### config.mk
export PLATFORM = sky130hd
export DESIGN_NAME = sd_dat_serial_wrapper_flat
export DESIGN_NICKNAME = d
export VERILOG_FILES = /design/src/rtl/sd_dat_serial_wrapper_if.sv /design/src/rtl/sd_dat_serial_wrapper.sv /design/src/flat_wrapper.sv
export SDC_FILE = /design/constraint.sdc
export NUM_CORES = 1
export LEC_CHECK = 0
export BUFFER_PORTS_ARGS = -buffer_cell sky130_fd_sc_hd__buf_2
export CORE_MARGIN = 4
export CORE_UTILIZATION = 39
export DETAILED_ROUTE_END_ITERATION = 7
export HOLD_SLACK_MARGIN = 0.02
export SYNTH_ARGS = -nofsm -noshare
export SYNTH_HDL_FRONTEND = slang
export SYNTH_SLANG_ARGS = --single-unit
export TNS_END_PERCENT = 30
### constraint.sdc
create_clock -name sd_clock -period 2.8 [get_ports sd_clock]
set_input_delay 0.28 -clock sd_clock [delete_from_list [all_inputs] [get_ports sd_clock]]
set_output_delay 0.28 -clock sd_clock [all_outputs]
set_load 0.02 [all_outputs]
### src/rtl/sd_dat_serial_wrapper_if.sv
// Bundle of the controller-facing and pad-facing signals of the DAT0 serial engine.
// master: the DAT physical controller plus pad model; slave: the serial engine.
interface sd_dat_serial_wrapper_if #(
    parameter int unsigned WORD_W = 32
);
    logic              reset_wrapper;
    logic              load_send;
    logic              enable_pts;
    logic              enable_stp;
    logic              waiting_response;
    logic [WORD_W-1:0] data_in;
    logic              dat_in;
    logic              dat_out;
    logic              dat_oe;
    logic              transmission_complete;
    logic              reception_complete;
    logic [WORD_W-1:0] data_read;
    logic [2:0]        crc_status;
    logic              crc_error;

    modport master (
        output reset_wrapper, load_send, enable_pts, enable_stp, waiting_response,
        output data_in, dat_in,
        input  dat_out, dat_oe, transmission_complete, reception_complete,
        input  data_read, crc_status, crc_error
    );

    modport slave (
        input  reset_wrapper, load_send, enable_pts, enable_stp, waiting_response,
        input  data_in, dat_in,
        output dat_out, dat_oe, transmission_complete, reception_complete,
        output data_read, crc_status, crc_error
    );
endinterface

### src/rtl/sd_dat_serial_wrapper.sv
// Bit-level DAT0 engine: serialises a write block (start, data, CRC16, end), collects the
// card's CRC status token, and deserialises/CRC-checks a read block.
// Optional macro SD_DAT_BUSY_WAIT_EN: when defined, the write response also waits for the
// card to release busy (DAT0 back high) before reporting reception_complete.
module sd_dat_serial_wrapper #(
    parameter int unsigned WORD_W = 32,
    parameter int unsigned CRC_W  = 16
) (
    input logic                   sd_clock,
    input logic                   reset,
    sd_dat_serial_wrapper_if.slave bus
);
    // Counter is 6 bits; WORD_W and CRC_W must both be <= 64.
    localparam logic [5:0]       LastWord = 6'(WORD_W - 1);
    localparam logic [5:0]       LastCrc  = 6'(CRC_W - 1);
    localparam logic [5:0]       LastStat = 6'd2;
    localparam logic [CRC_W-1:0] CrcPoly  = CRC_W'(16'h1021);

    typedef enum logic [3:0] {
        StIdle,
        StTxStart,
        StTxData,
        StTxCrc,
        StTxEnd,
        StTxDone,
        StRspWaitStart,
        StRspStatus,
        StRspEnd,
`ifdef SD_DAT_BUSY_WAIT_EN
        StRspBusy,
`endif
        StRxWaitStart,
        StRxData,
        StRxCrc,
        StRxEnd,
        StDone
    } state_e;

    state_e            state_q, state_d;
    logic [5:0]        cnt_q, cnt_d;
    logic [WORD_W-1:0] shift_q, shift_d;
    logic [CRC_W-1:0]  crc_q, crc_d;
    logic              mismatch_q, mismatch_d;
    logic [2:0]        status_q, status_d;
    logic              error_q, error_d;
    logic [WORD_W-1:0] data_read_q, data_read_d;
    logic              tx_done_q, tx_done_d;
    logic              rx_done_q, rx_done_d;
    logic              dat_out_c, dat_oe_c;

    // One serial step of the CRC16 (x^16+x^12+x^5+1) LFSR.
    function automatic logic [CRC_W-1:0] crc_step(input logic [CRC_W-1:0] crc,
                                                  input logic bit_in);
        logic fb;
        fb = crc[CRC_W-1] ^ bit_in;
        return {crc[CRC_W-2:0], 1'b0} ^ (fb ? CrcPoly : '0);
    endfunction

    // State and datapath registers; reset and the soft clear both return everything to zero.
    always_ff @(posedge sd_clock) begin
        if (reset || bus.reset_wrapper) begin
            state_q     <= StIdle;
            cnt_q       <= '0;
            shift_q     <= '0;
            crc_q       <= '0;
            mismatch_q  <= 1'b0;
            status_q    <= '0;
            error_q     <= 1'b0;
            data_read_q <= '0;
            tx_done_q   <= 1'b0;
            rx_done_q   <= 1'b0;
        end else begin
            state_q     <= state_d;
            cnt_q       <= cnt_d;
            shift_q     <= shift_d;
            crc_q       <= crc_d;
            mismatch_q  <= mismatch_d;
            status_q    <= status_d;
            error_q     <= error_d;
            data_read_q <= data_read_d;
            tx_done_q   <= tx_done_d;
            rx_done_q   <= rx_done_d;
        end
    end

    // Next-state, datapath updates and pad drive decoded from the current state.
    always_comb begin
        state_d     = state_q;
        cnt_d       = cnt_q;
        shift_d     = shift_q;
        crc_d       = crc_q;
        mismatch_d  = mismatch_q;
        status_d    = status_q;
        error_d     = error_q;
        data_read_d = data_read_q;
        tx_done_d   = tx_done_q;
        rx_done_d   = rx_done_q;
        dat_out_c   = 1'b1;
        dat_oe_c    = 1'b0;

        case (state_q)
            StIdle: begin
                // Transmit wins when both paths are requested together.
                if (bus.enable_pts && bus.load_send) begin
                    state_d = StTxStart;
                    shift_d = bus.data_in;
                    crc_d   = '0;
                end else if (bus.enable_stp && !bus.enable_pts) begin
                    state_d = StRxWaitStart;
                end
            end
            StTxStart: begin
                dat_oe_c  = 1'b1;
                dat_out_c = 1'b0;
                state_d   = StTxData;
                cnt_d     = '0;
            end
            StTxData: begin
                dat_oe_c  = 1'b1;
                dat_out_c = shift_q[WORD_W-1];
                crc_d     = crc_step(crc_q, shift_q[WORD_W-1]);
                shift_d   = {shift_q[WORD_W-2:0], 1'b0};
                if (cnt_q == LastWord) begin
                    state_d = StTxCrc;
                    cnt_d   = '0;
                end else begin
                    cnt_d = cnt_q + 6'd1;
                end
            end
            StTxCrc: begin
                dat_oe_c  = 1'b1;
                dat_out_c = crc_q[CRC_W-1];
                crc_d     = {crc_q[CRC_W-2:0], 1'b0};
                if (cnt_q == LastCrc) begin
                    state_d = StTxEnd;
                    cnt_d   = '0;
                end else begin
                    cnt_d = cnt_q + 6'd1;
                end
            end
            StTxEnd: begin
                dat_oe_c  = 1'b1;
                state_d   = StTxDone;
                tx_done_d = 1'b1;
            end
            StTxDone: begin
                if (bus.waiting_response && bus.enable_stp) begin
                    state_d = StRspWaitStart;
                end
            end
            StRspWaitStart: begin
                if (!bus.dat_in) begin
                    state_d = StRspStatus;
                    cnt_d   = '0;
                end
            end
            StRspStatus: begin
                status_d = {status_q[1:0], bus.dat_in};
                if (cnt_q == LastStat) begin
                    state_d = StRspEnd;
                    cnt_d   = '0;
                end else begin
                    cnt_d = cnt_q + 6'd1;
                end
            end
            StRspEnd: begin
                error_d = (status_q != 3'b010) || !bus.dat_in;
`ifdef SD_DAT_BUSY_WAIT_EN
                state_d = StRspBusy;
`else
                state_d   = StDone;
                rx_done_d = 1'b1;
`endif
            end
`ifdef SD_DAT_BUSY_WAIT_EN
            StRspBusy: begin
                // Card holds DAT0 low while programming; completion waits for release.
                if (bus.dat_in) begin
                    state_d   = StDone;
                    rx_done_d = 1'b1;
                end
            end
`endif
            StRxWaitStart: begin
                if (!bus.dat_in) begin
                    state_d    = StRxData;
                    cnt_d      = '0;
                    crc_d      = '0;
                    mismatch_d = 1'b0;
                end
            end
            StRxData: begin
                shift_d = {shift_q[WORD_W-2:0], bus.dat_in};
                crc_d   = crc_step(crc_q, bus.dat_in);
                if (cnt_q == LastWord) begin
                    state_d = StRxCrc;
                    cnt_d   = '0;
                end else begin
                    cnt_d = cnt_q + 6'd1;
                end
            end
            StRxCrc: begin
                if (bus.dat_in != crc_q[CRC_W-1]) begin
                    mismatch_d = 1'b1;
                end
                crc_d = {crc_q[CRC_W-2:0], 1'b0};
                if (cnt_q == LastCrc) begin
                    state_d = StRxEnd;
                    cnt_d   = '0;
                end else begin
                    cnt_d = cnt_q + 6'd1;
                end
            end
            StRxEnd: begin
                data_read_d = shift_q;
                error_d     = mismatch_q | !bus.dat_in;
                state_d     = StDone;
                rx_done_d   = 1'b1;
            end
            StDone: begin
                // Held until the controller issues reset_wrapper.
            end
            default: begin
                state_d = StIdle;
            end
        endcase
    end

    assign bus.dat_out               = dat_out_c;
    assign bus.dat_oe                = dat_oe_c;
    assign bus.transmission_complete = tx_done_q;
    assign bus.reception_complete    = rx_done_q;
    assign bus.data_read             = data_read_q;
    assign bus.crc_status            = status_q;
    assign bus.crc_error             = error_q;

endmodule

### src/flat_wrapper.sv
// flat-port wrapper written by rule: the top's interface ports become plain ports
module sd_dat_serial_wrapper_flat 
#(
    parameter int unsigned WORD_W = 32,
    parameter int unsigned CRC_W  = 16
)
  (sd_clock, reset, bus_reset_wrapper, bus_load_send, bus_enable_pts, bus_enable_stp, bus_waiting_response, bus_data_in, bus_dat_in, bus_dat_out, bus_dat_oe, bus_transmission_complete, bus_reception_complete, bus_data_read, bus_crc_status, bus_crc_error);
  sd_dat_serial_wrapper_if #(.WORD_W(WORD_W)) bus_i ();
  input logic sd_clock;
  input logic reset;
  input wire logic [$bits(bus_i.reset_wrapper)-1:0] bus_reset_wrapper;
  input wire logic [$bits(bus_i.load_send)-1:0] bus_load_send;
  input wire logic [$bits(bus_i.enable_pts)-1:0] bus_enable_pts;
  input wire logic [$bits(bus_i.enable_stp)-1:0] bus_enable_stp;
  input wire logic [$bits(bus_i.waiting_response)-1:0] bus_waiting_response;
  input wire logic [$bits(bus_i.data_in)-1:0] bus_data_in;
  input wire logic [$bits(bus_i.dat_in)-1:0] bus_dat_in;
  output wire logic [$bits(bus_i.dat_out)-1:0] bus_dat_out;
  output wire logic [$bits(bus_i.dat_oe)-1:0] bus_dat_oe;
  output wire logic [$bits(bus_i.transmission_complete)-1:0] bus_transmission_complete;
  output wire logic [$bits(bus_i.reception_complete)-1:0] bus_reception_complete;
  output wire logic [$bits(bus_i.data_read)-1:0] bus_data_read;
  output wire logic [$bits(bus_i.crc_status)-1:0] bus_crc_status;
  output wire logic [$bits(bus_i.crc_error)-1:0] bus_crc_error;
  assign bus_i.reset_wrapper = bus_reset_wrapper;
  assign bus_i.load_send = bus_load_send;
  assign bus_i.enable_pts = bus_enable_pts;
  assign bus_i.enable_stp = bus_enable_stp;
  assign bus_i.waiting_response = bus_waiting_response;
  assign bus_i.data_in = bus_data_in;
  assign bus_i.dat_in = bus_dat_in;
  assign bus_dat_out = bus_i.dat_out;
  assign bus_dat_oe = bus_i.dat_oe;
  assign bus_transmission_complete = bus_i.transmission_complete;
  assign bus_reception_complete = bus_i.reception_complete;
  assign bus_data_read = bus_i.data_read;
  assign bus_crc_status = bus_i.crc_status;
  assign bus_crc_error = bus_i.crc_error;
  sd_dat_serial_wrapper #(.WORD_W(WORD_W), .CRC_W(CRC_W)) u_core (.sd_clock(sd_clock), .reset(reset), .bus(bus_i));
endmodule
# After elaboration in Yosys (flattened, before gate mapping)
# Index checks and enable logic that the tools add are counted.
dict set report word_totals {
  reg_bits 97
  input_bits 40
  out_inout_bits 40
  elab_cells 99
}
dict set report classes {
  n_addsub 1
  eq_ne 30
  n_mux 29
  n_bitwise 6
  reduce_logical 23
}
# op n
set ops {}
lappend ops {{case mux 32 bit (3 select lines)} 1}
lappend ops {{case mux 16 bit (5 select lines)} 1}
lappend ops {{case mux 4 bit (13 select lines)} 1}
lappend ops {{two-way mux 4 bit} 10}
lappend ops {{two-way mux 16 bit} 2}
lappend ops {{two-way mux 32 bit} 1}
lappend ops {{bitwise XOR 16 bit} 2}
lappend ops {{case mux 6 bit (5 select lines)} 1}
lappend ops {{two-way mux 13 bit} 2}
lappend ops {{equality test 4 bit (second input constant)} 6}
lappend ops {{two-way mux 6 bit} 4}
lappend ops {{equality test 4 x 3 -> 1 bit (second input constant)} 4}
lappend ops {{!= test 2 x 1 -> 1 bit (second input constant)} 8}
lappend ops {{AND reduction 10 bit} 1}
lappend ops {{nonzero test 5 bit} 2}
lappend ops {{equality test 4 x 2 -> 1 bit (second input constant)} 2}
lappend ops {{OR reduction 2 bit} 4}
lappend ops {{adder 6 x 1 -> 6 bit (second input constant)} 1}
lappend ops {{equality test 6 x 2 -> 1 bit (second input constant)} 1}
lappend ops {{equality test 6 x 4 -> 1 bit (second input constant)} 1}
lappend ops {{equality test 6 x 5 -> 1 bit (second input constant)} 1}
lappend ops {{!= test 2 bit (second input constant)} 3}
lappend ops {{AND reduction 3 bit} 2}
lappend ops {{equality test 4 x 1 -> 1 bit (second input constant)} 1}
lappend ops {{17 further kinds} 27}

# Logic depth before layout (Yosys ltp)
dict set report logic_depth {
  ltp_word 5
  ltp_mapped 7
  ltp_nobuf 6
}

# Worst setup path after synthesis
# OpenSTA, ideal clock, no wires.
dict set report synth_timing {
  path_kind {reg2reg}
  startpoint {register u_core.cnt_q[0]}
  endpoint {register u_core.state_q[1]}
  setup_time_ps 70
  arrival_ps 1890
  t_required_ps 2730
  slack_ps 839
  stages_incl_launch_ff 7
  path_buffers 0
  period_less_slack_ps 1961
  cell_sequence {dfxtp_1 > ha_1 > nand3_1 > o31ai_4 > o2111ai_4 > or4b_1 > a21oi_1}
}
dict set report synth_via {
  elab_chain_len 3
  word_cells_on_any_way 9
  classes_between {eq/ne: 8; reduce/logical: 1}
}
# element line
set synth_lines {}
lappend synth_lines {{start, declared} sd_dat_serial_wrapper.sv:40} ;# logic [5:0] cnt_q, cnt_d;
lappend synth_lines {{start signal, assigned} sd_dat_serial_wrapper.sv:74} ;# cnt_q <= cnt_d;
lappend synth_lines {{equality test 6 x 4 -> 1 bit, or another cell as far along} {sd_dat_serial_wrapper.sv:134, sd_dat_serial_wrapper.sv:207}}
lappend synth_lines {{!= test 2 x 1 -> 1 bit (no line)} n/a}
lappend synth_lines {{AND reduction 10 bit (no line) *} n/a}
lappend synth_lines {{end signal, assigned} sd_dat_serial_wrapper.sv:62} ;# state_q <= StIdle;
lappend synth_lines {{end signal, assigned} sd_dat_serial_wrapper.sv:73} ;# state_q <= state_d;
lappend synth_lines {{end, declared} sd_dat_serial_wrapper.sv:39} ;# state_e state_q, state_d;
# Every way passes the cells marked *; elsewhere a longest branch is shown, timed or not.
# A chain may end at the register's enable or synchronous reset.

# Final worst setup path
dict set report layout_timing {
  startpoint {register u_core.state_q[2]}
  endpoint {output port bus_dat_oe}
}
dict set report layout_via {
  elab_chain_len 3
  word_cells_on_any_way 6
  classes_between {eq/ne: 4; mux: 1; reduce/logical: 1}
}
# element line
set layout_lines {}
lappend layout_lines {{equality test 4 x 1 -> 1 bit, or another cell as far along} sd_dat_serial_wrapper.sv:101} ;# case (state_q)
lappend layout_lines {{OR reduction 4 bit (no line) *} n/a}
lappend layout_lines {{two-way mux 1 bit *} sd_dat_serial_wrapper.sv:101}
lappend layout_lines {{end, declared} flat_wrapper.sv:19} ;# output wire logic [$bits(bus_i.dat_oe)-1:0] bus_dat_oe;
# Marks and branches as above.

==> results.py <==
metrics = {
    "floorplan": {
        "die_area_um2": 12500,
        "die_w_um": 112,
        "pin_count": 80,
        "initial_utilization_pct": 40.4,
        "die_y_um": 112,
        "core_um2": 10400,
        "rows": 37,
    },
    "clock_tree": {
        "clock-sinks": 97,
        "numCtsBuffers": 9,
        "tritoncts": "done",
        "ctsResizeCount": 0,
        "post_cts_buffers": 0,
        "hold_buffers": 0,
        "clockRootBuffer": "clkbuf_8",
        "clockBufferDepth": 2,
        "clk_pin_slew_ns": 0.10,
        "clock_latency_ns": 0.36,
        "cts_htree_levels": 3,
    },
    "power_and_ir_drop": {
        "power.switching_uw": 741,
        "p_int_mw": 1.91,
        "irDropWorstVdd_uv": 347,
        "p_leak_nw": 1.78,
        "powerDensity_nw_per_um2": 541,
        "total_power_mw": 2.65,
        "comb_power_share_pct": 11.4,
        "swShare_pct": 27.9,
        "seqPwrFrac_pct": 54.6,
        "power_frac_clock_pct": 34.0,
    },
    "worst_setup_path": {
        "path_max_fanout": 19,
        "crit_required_ns": 2.52,
        "timing.rr.start": "u_core.state_q[2]$_SDFFE_PP0P_",
        "reg2reg_to": "u_core.cnt_q[3]$_SDFFE_PP0P_",
        "startpoint": "u_core.state_q[2]$_SDFFE_PP0P_",
        "crit_path_start_kind": "register",
        "reg2reg_depth": 5,
        "r2r_slack_ns": 0.59,
        "critPathKind": "register to output port",
        "worst_setup_path_end_kind": "output port",
        "crit_end": "bus_dat_oe",
        "arrival_ns": 2.18,
    },
    "logic_synthesis": {
        "yosys_warnings": 0,
        "synth.distinct_cells": 51,
        "synth_edf_count": 0,
        "netlist_instances": 491,
        "syn_area_um2": 4210,
        "ys.flop_type": "dfxtp_1",
        "ys_ff_latch": 97,
        "syn-num-nets": 533,
        "syn_area_per_cell_um2": 8.57,
        "ys_async_sr_fraction_pct": 0,
        "synth_seq_area_share_pct": 46.1,
    },
    "timing": {
        "skew_ns": 0.0120,
        "hold_viol": 0,
        "slew_headroom_pct": 28.1,
        "hold-worst-slack_ns": 0.246,
        "setup_violations": 0,
        "report.final.slew_viol_count": 0,
        "fmax_mhz": 406,
        "grt_setup_unrepaired": "no",
        "tns_ns": 0,
        "fin_crit_sh_pct": 88.0,
        "tightest_slew_ns": 1.07,
        "post-route-min-period_ns": 2.46,
    },
    "route": {
        "dr.first_iter.drc_count": 130,
        "drc_errors": 0,
        "first_pass_iters": 4,
        "drt-total-wl_um": 9940,
        "wl_per_cell_um": 14.4,
        "via_per_inst": 5.29,
        "vias": 3659,
        "ant_nets": 0,
    },
    "final_layout": {
        "drive_gt1_share_pct": 20.7,
        "areaGrowthSynthToFinish_pct": 16.5,
        "final_nets": 593,
        "num_antenna_cells": 0,
        "layout_common_cells": "dfxtp_1 (97), nand2_1 (82), buf_2 (79)",
        "layout_commonest_cell": "dfxtp_1",
        "fin_cells": 692,
    },
    "global_routing": {
        "grt_antenna_before_repair": 0,
        "grt_pass1_vias": 3502,
        "grt_max_degree": 65,
        "track_usage_pct": 16.0,
        "grt_pass1_wl_um": 16800,
        "grt_overflow_total": 0,
    },
    "placement": {
        "numPlacedInstances": 676,
        "dp_hpwl_um": 6660,
        "place_congestion": 0.836,
        "io_buffers": 79,
    },
    "hold_path": {
        "min_path_type": "input port to register",
        "hold_depth": 3,
    },
    "job": {
        "maxCapViolations": 0,
    },
    "outcome": {
        "status": "finished clean",
    },
}
==> power by group through the flow <==
stage	Combinational [mW]	Sequential [mW]	Clock, mW
2_1_floorplan	0.235	1.46	0
3_3_place_gp	0.300	1.48	0
3_5_place_dp	0.305	1.48	0
4_1_cts	0.306	1.45	0.930
5_1_grt	0.340	1.45	0.997
6_report	0.303	1.45	0.903
==> worst max-delay path: stages (launching register included) <==
cell,delay [ns]
dfxtp_1,0.84
clkinv_1,0.46
xnor2_1,0.24
nor2_1,0.11
buf_2,0.18
==> per-stage QoR <==
| stage | worst slack (ns) | utilization (%) | area [um2] |
|---|---|---|---|
| 4_1_cts | 0.300 | 47.1 | 4900 |
| 5_1_grt | 0.181 | 47.1 | 4900 |
| 3_3_place_gp | 0.684 | 45.2 | 4710 |
| 3_5_place_dp | 0.596 | 45.2 | 4710 |
| 6_report | 0.337 | 47.1 | 4900 |
| 2_1_floorplan | 0.839 | - | 4210 |
==> area by class of cell <==
cell class	instances	area, um2
multi-input combinational	349	2090
sequential	97	1940
inverter	5	18.8
timing repair buffer	89	483
tap	136	170
clock inverter	5	45.0
fill	1055	5510
clock buffer	11	151
==> per-layer routing <==
layer / vias up / wire length (um) / part of all wire, % / track usage, %
met1: 1703 / 4690 / 47 / 21.5
met3: 15 / 606 / 6.1 / 3.97
met2: 89 / 4430 / 45 / 24.7
met4: 0 / 213 / 2.1 / 6.57
li1: 1852 / - / - / -
met5: - / 0 / 0 / 0
==> worst min path at each step <==
stage | start | end | slack [ns]
floorplan | u_core.shift_q[0]$_SDFFE_PP0P_ | u_core.bus.data_read[0]$_SDFFE_PP0P_ | 0.44
global placement | u_core.bus.data_read[11]$_SDFFE_PP0P_ | u_core.bus.data_read[11]$_SDFFE_PP0P_ | 0.44
detailed placement | u_core.bus.data_read[14]$_SDFFE_PP0P_ | u_core.bus.data_read[14]$_SDFFE_PP0P_ | 0.45
CTS | bus_data_in[19] | u_core.shift_q[19]$_SDFFE_PP0P_ | 0.23
global route | bus_data_in[20] | u_core.shift_q[20]$_SDFFE_PP0P_ | 0.24
finish | bus_data_in[19] | u_core.shift_q[19]$_SDFFE_PP0P_ | 0.25
==> cell usage after synthesis, drive strengths merged (2+ instances only) <==
cell | number | share of area (%)
a211oi | 37 | 6.6
a21o | 2 | 0.39
a21oi | 44 | 5.2
a221oi | 2 | 0.56
a22oi | 14 | 2.5
a311oi | 2 | 0.42
a31oi | 2 | 0.30
a41oi | 3 | 0.62
and3 | 2 | 0.30
buf | 11 | 1.5
clkbuf | 29 | 2.6
dfxtp | 97 | 46
ha | 2 | 0.59
inv | 4 | 0.36
mux2i | 36 | 8.6
nand2 | 82 | 7.3
nand3 | 8 | 0.95
nand3b | 2 | 0.36
nand4 | 4 | 0.59
nor2 | 64 | 5.8
nor2b | 5 | 0.74
nor3 | 7 | 0.95
o21ai | 5 | 0.59
o31ai | 4 | 1.2
or3 | 2 | 0.30
xnor2 | 4 | 0.83
==> kinds of logic after synthesis <==
logic type / synth area share [%]
AO/OA/AOI/OAI: 20.5
AND/OR/NAND/NOR: 18.8
buffers and inverters: 4.55
adder cells (fa/ha/maj): 0.594
XOR/XNOR: 0.832
multiplexers: 8.56
flip-flops: 46.1
==> state kept, by name (all words and copies together) (netlist names) <==
name and count:
u_core.crc_q 16, u_core.bus.data_read 32, u_core.bus.reception_complete 1, u_core.bus.crc_status 3
u_core.bus.crc_error 1, u_core.cnt_q 6, u_core.mismatch_q 1, u_core.state_q 4
u_core.bus.transmission_complete 1, u_core.shift_q 32
Note: power is estimated with default switching activity, not from simulation.
